--- config.mk ---
export PLATFORM = sky130hd
export DESIGN_NAME = vga_timing_gen
export DESIGN_NICKNAME = d
export VERILOG_FILES = /design/src/rtl/vga_timing_gen.sv
export SDC_FILE = /design/constraint.sdc
export NUM_CORES = 1
export LEC_CHECK = 0
export BUFFER_PORTS_ARGS = -buffer_cell sky130_fd_sc_hd__buf_2
export CAP_MARGIN = 10
export CORE_UTILIZATION = 30
export CTS_CLUSTER_DIAMETER = 200
export DETAILED_ROUTE_END_ITERATION = 7
export GPL_ROUTABILITY_DRIVEN = 0
export SLEW_MARGIN = 25
export SYNTH_ARGS = -nofsm -noshare
export SYNTH_HDL_FRONTEND = slang
export SYNTH_SLANG_ARGS = --single-unit
--- constraint.sdc ---
create_clock -name clk -period 3.94 [get_ports clk]
set_input_delay 0.788 -clock clk [delete_from_list [all_inputs] [get_ports clk]]
set_output_delay 0.788 -clock clk [all_outputs]
set_load 0.005 [all_outputs]
--- src/rtl/vga_timing_gen.sv ---
// Raster timing generator: pixel coordinates, sync, active video and line/frame strobes.
// Optional macro VGA_SYNC_PIPE_DELAY_EN delays hsync/vsync/active by PIPE_DELAY clk cycles.
module vga_timing_gen #(
  parameter int WIDTH      = 640,
  parameter int HEIGHT     = 480,
  parameter int H_FP       = 16,
  parameter int H_SYNC     = 96,
  parameter int H_BP       = 48,
  parameter int V_FP       = 10,
  parameter int V_SYNC     = 2,
  parameter int V_BP       = 33,
  parameter bit SYNC_POL   = 1'b0,
  parameter int PIPE_DELAY = 1
) (
  input  logic                      clk,
  input  logic                      resetN,
  input  logic                      pix_en,
  output logic [$clog2(WIDTH)-1:0]  pxl_x,
  output logic [$clog2(HEIGHT)-1:0] pxl_y,
  output logic                      active,
  output logic                      hsync,
  output logic                      vsync,
  output logic                      line_start,
  output logic                      frame_start
);

  localparam int H_TOTAL = WIDTH + H_FP + H_SYNC + H_BP;
  localparam int V_TOTAL = HEIGHT + V_FP + V_SYNC + V_BP;
  localparam int HW = $clog2(H_TOTAL);
  localparam int VW = $clog2(V_TOTAL);
  localparam int XW = $clog2(WIDTH);
  localparam int YW = $clog2(HEIGHT);

  localparam logic [HW-1:0] H_LAST = HW'(H_TOTAL - 1);
  localparam logic [HW-1:0] H_VIS  = HW'(WIDTH);
  localparam logic [HW-1:0] HS_BEG = HW'(WIDTH + H_FP);
  localparam logic [HW-1:0] HS_END = HW'(WIDTH + H_FP + H_SYNC - 1);
  localparam logic [VW-1:0] V_LAST = VW'(V_TOTAL - 1);
  localparam logic [VW-1:0] V_VIS  = VW'(HEIGHT);
  localparam logic [VW-1:0] VS_BEG = VW'(HEIGHT + V_FP);
  localparam logic [VW-1:0] VS_END = VW'(HEIGHT + V_FP + V_SYNC - 1);
  localparam logic [XW-1:0] X_HOLD = XW'(WIDTH - 1);
  localparam logic [YW-1:0] Y_HOLD = YW'(HEIGHT - 1);

  if (PIPE_DELAY < 1 || PIPE_DELAY > 4) begin : g_bad_pipe_delay
    $error("vga_timing_gen: PIPE_DELAY must be in 1..4");
  end

  logic [HW-1:0] h_cnt, h_nxt;
  logic [VW-1:0] v_cnt, v_nxt;
  logic [XW-1:0] x_nxt;
  logic [YW-1:0] y_nxt;
  logic          act_nxt, hs_nxt, vs_nxt;
  logic          act_r, hs_r, vs_r;

  // pix_en is a plain per-edge qualifier (no handshake): an edge with pix_en=1
  // advances the raster by one pixel, an edge with pix_en=0 holds everything.
  always_comb begin
    h_nxt = h_cnt;
    v_nxt = v_cnt;
    if (pix_en) begin
      if (h_cnt == H_LAST) begin
        h_nxt = '0;
        v_nxt = (v_cnt == V_LAST) ? '0 : v_cnt + VW'(1);
      end else begin
        h_nxt = h_cnt + HW'(1);
      end
    end
  end

  // Decode from the next counter values so outputs move on the same edge as the counters.
  always_comb begin
    act_nxt = (h_nxt < H_VIS) && (v_nxt < V_VIS);
    hs_nxt  = ((h_nxt >= HS_BEG) && (h_nxt <= HS_END)) ? SYNC_POL : ~SYNC_POL;
    vs_nxt  = ((v_nxt >= VS_BEG) && (v_nxt <= VS_END)) ? SYNC_POL : ~SYNC_POL;
    x_nxt   = (h_nxt < H_VIS) ? h_nxt[XW-1:0] : X_HOLD;
    y_nxt   = (v_nxt < V_VIS) ? v_nxt[YW-1:0] : Y_HOLD;
  end

  always_ff @(posedge clk or negedge resetN) begin
    if (!resetN) begin
      h_cnt       <= H_LAST;
      v_cnt       <= V_LAST;
      pxl_x       <= X_HOLD;
      pxl_y       <= Y_HOLD;
      act_r       <= 1'b0;
      hs_r        <= ~SYNC_POL;
      vs_r        <= ~SYNC_POL;
      line_start  <= 1'b0;
      frame_start <= 1'b0;
    end else begin
      h_cnt       <= h_nxt;
      v_cnt       <= v_nxt;
      pxl_x       <= x_nxt;
      pxl_y       <= y_nxt;
      act_r       <= act_nxt;
      hs_r        <= hs_nxt;
      vs_r        <= vs_nxt;
      line_start  <= pix_en && (h_nxt == '0);
      frame_start <= pix_en && (h_nxt == '0) && (v_nxt == '0);
    end
  end

`ifdef VGA_SYNC_PIPE_DELAY_EN
  // Each stage holds {active, hsync, vsync}; delay counts clk cycles, not pixels.
  logic [2:0] dly_q [PIPE_DELAY];

  always_ff @(posedge clk or negedge resetN) begin
    if (!resetN) begin
      for (int i = 0; i < PIPE_DELAY; i++) dly_q[i] <= {1'b0, ~SYNC_POL, ~SYNC_POL};
    end else begin
      dly_q[0] <= {act_r, hs_r, vs_r};
      for (int i = 1; i < PIPE_DELAY; i++) dly_q[i] <= dly_q[i-1];
    end
  end

  assign {active, hsync, vsync} = dly_q[PIPE_DELAY-1];
`else
  assign active = act_r;
  assign hsync  = hs_r;
  assign vsync  = vs_r;
`endif

endmodule

==> flow_metrics.env <==
export IMPL_status="finished, final reports clean"
export IMPL_grt_pass1_wl_microns=7980
export IMPL_setup_viol=0
export IMPL_port_buffers=26
export IMPL_netlist_top_cells_count="dfstp_2 (28), nand2_1 (21), dfrtp_1 (16), nand3_1 (16), nor2_1 (16)"
export IMPL_synth_area_sq_um=2210
export IMPL_powerDensity_nw_per_um2=459
export IMPL_drt_first_iter_violations=137
export IMPL_final_hold_viol_count=0
export IMPL_cp_top_family="simple AND/OR/NAND/NOR gates"
export IMPL_p_leak_uw=0.00111
export IMPL_grt_pass1_vias=1613
export IMPL_maxCapViolations=0
export IMPL_synth_most_common_cell="dfstp_2"
export IMPL_synthTopCellsByArea="dfstp_2 (33%), dfrtp_1 (18%), nand3_1 (3.6%), nand2_1 (3.6%), xnor2_1 (3.6%)"
export IMPL_first_pass_iters=4
export IMPL_start_util_pct=31.8
export IMPL_max_stage_delay_ps=580
export IMPL_ys_seq_area_share_pct=51.4
export IMPL_worst_pin_slew_ps=539
export IMPL_synth_cell_types=52
export IMPL_clock_sinks=44
export IMPL_startpoint_type="register"
export IMPL_ant_nets=0
export IMPL_syn_nets=225
export IMPL_io_pins=27
export IMPL_crit_fanout=6
export IMPL_grt_max_degree=45
export IMPL_synth_top_area_share_pct=33.3
export IMPL_syn_to_final_growth_pct=14.0
export IMPL_core_area_sq_um=6940
export IMPL_die_y_microns=87.8
export IMPL_fin_crit_sh_pct=72.2
export IMPL_finalMaxSlewViolations=0
export IMPL_ir_drop_uv=153
export IMPL_die_w_microns=87.8
export IMPL_crit_buf_inv=0
export IMPL_diodes=0
export IMPL_syn_area_per_cell_sq_um=10.1
export IMPL_yosysTopAreaCell="dfstp_2"
export IMPL_max_clock_freq_ghz=0.351
export IMPL_cts_hold_buf=0
export IMPL_fin_setup_tns_ps=0
export IMPL_cts_root_buf="clkbuf_8"
export IMPL_rows=30
export IMPL_synth_seq_cells=44
export IMPL_antenna_found_initial=0
export IMPL_finClkSkew_ps=7.46
export IMPL_ys_async_sr_fraction_pct=100
export IMPL_cts_setup_buffers=0
export IMPL_hold_path_class="in -> async"
export IMPL_wl_per_cell_microns=13.9
export IMPL_ys_warn_count=0
export IMPL_cp_slowest_cell="dfstp_2"
export IMPL_viasPerCell=5.02
export IMPL_cts_path_max_buffers=2
export IMPL_drt_total_wl_microns=4710
export IMPL_clock_latency_ps=300
export IMPL_fin_crit_ps=2840
export IMPL_syn_inst=219
export IMPL_grt_ovfl_total=0
export IMPL_vias=1697
export IMPL_cp_required_ps=4160
export IMPL_path_cells="ha_1 > nand2b_1 > or3_4 > nor3_2 > xor2_1 > nand2_1 > or4_1"
export IMPL_cts_tree="yes"
export IMPL_cts_made_buffers=5
export IMPL_die_area_sq_um=7720
export IMPL_rrSetupSlack_ps=1100
export IMPL_drive_gt1_share_pct=30.6
export IMPL_ctsResizeCount=0
export IMPL_nNetsFinal=247
export IMPL_post_route_drc_count=0
export IMPL_hpwl_microns=3390
export IMPL_grt_usage_pct=13.6
export IMPL_worst_setup_path_end_kind="register"
export IMPL_synth_flop_cell="dfstp_2"
export IMPL_htreeDepth=2
export IMPL_path_clk_slew_ps=80
export IMPL_synth_edf_count=0
export IMPL_slew_limit_headroom_pct=63.8
export IMPL_path_class="reg -> reg"
export IMPL_fin_util_pct=36.3
export IMPL_rsz0062_at_grt="no"
export IMPL_crit_arrival_ps=3070
==> cell families after synthesis <==
kind of cell,after synthesis,synth area share [%]
and+or+nand+nor,98,25.5
xor gates and xnor gates,12,4.75
adders and majority gates,3,1.70
buffers and inverters,24,4.70
DFF,44,51.4
AOI/OAI and AO/OA,35,10.6
muxes,3,1.41
==> state kept, by name, indices dropped and copies added (netlist names) <==
signal and cells:
h_cnt 10, pxl_x 10, v_cnt 10, pxl_y 9, active 1, frame_start 1, hsync 1, line_start 1
vsync 1
==> final timing paths <==
check | start | to | depth (start not counted)
setup / recovery | h_cnt[0]$_DFF_PN1_ | vsync$_DFF_PN1_ | 7
hold / removal | resetN | v_cnt[1]$_DFF_PN0_ | 1
setup reg to reg | h_cnt[0]$_DFF_PN1_ | vsync$_DFF_PN1_ | 7
hold reg to reg | h_cnt[1]$_DFF_PN1_ | h_cnt[1]$_DFF_PN1_ | 2
max in group asynchronous | resetN | h_cnt[8]$_DFF_PN1_ | 1
min in group clk | h_cnt[1]$_DFF_PN1_ | h_cnt[1]$_DFF_PN1_ | 2
==> cell type report <==
class	count	area, sq um
fillers	704	4420
flip-flops and latches	44	1140
multi-input cells	151	971
repair buffers	27	140
well taps	96	120
clock buffers	6	72.6
inverters	12	45.0
clock inverters	2	35.0
==> layout by cell type, fill, tap and decap left out, types with 5 or more instances in the layout <==
| cell type | count |
|---|---|
| dfrtp_1 | 16 |
| nand4_1 | 8 |
| nand2b_1 | 6 |
| nand2_1 | 21 |
| clkbuf_8 | 5 |
| inv_1 | 12 |
| xnor2_1 | 9 |
| nor3_1 | 5 |
| o21ai_0 | 14 |
| dfstp_2 | 28 |
| buf_2 | 25 |
| nand3_1 | 16 |
| and3_1 | 5 |
| nor2_1 | 16 |
==> metal layers <==
layer | routed length, microns | global-route usage, %
met3 | 218 | 2.36
met5 | 0 | 0
met2 | 2130 | 21.1
met1 | 2280 | 19.0
met4 | 82 | 4.92
==> per-stage QoR <==
step / cells / hold slack [ps] / total power (uW) / worst slack [ps] / instance area, sq um
6_report: 338 / 461 / 1160 / 1100 / 2520
5_1_grt: 338 / 506 / 1230 / 941 / 2520
4_1_cts: 338 / 525 / 1180 / 1110 / 2520
3_5_place_dp: 330 / 519 / 827 / 996 / 2410
3_3_place_gp: 330 / 502 / 824 / 1050 / 2410
2_1_floorplan: 219 / 482 / 756 / 1450 / 2210
==> worst reg2reg max path, delay by kind of cell (launching register included) <==
kind,cells,cell delay [ps]
DFF,1,580
xor gates and xnor gates,1,400
adders and majority gates,1,290
and+or+nand+nor,5,1500
==> power by group <==
group | internal (uW) | total (uW) | switching, uW
combinational | 95.1 | 207 | 112
sequential | 555 | 610 | 54.1
clock | 188 | 339 | 151
(Power assumes the default switching activity.)
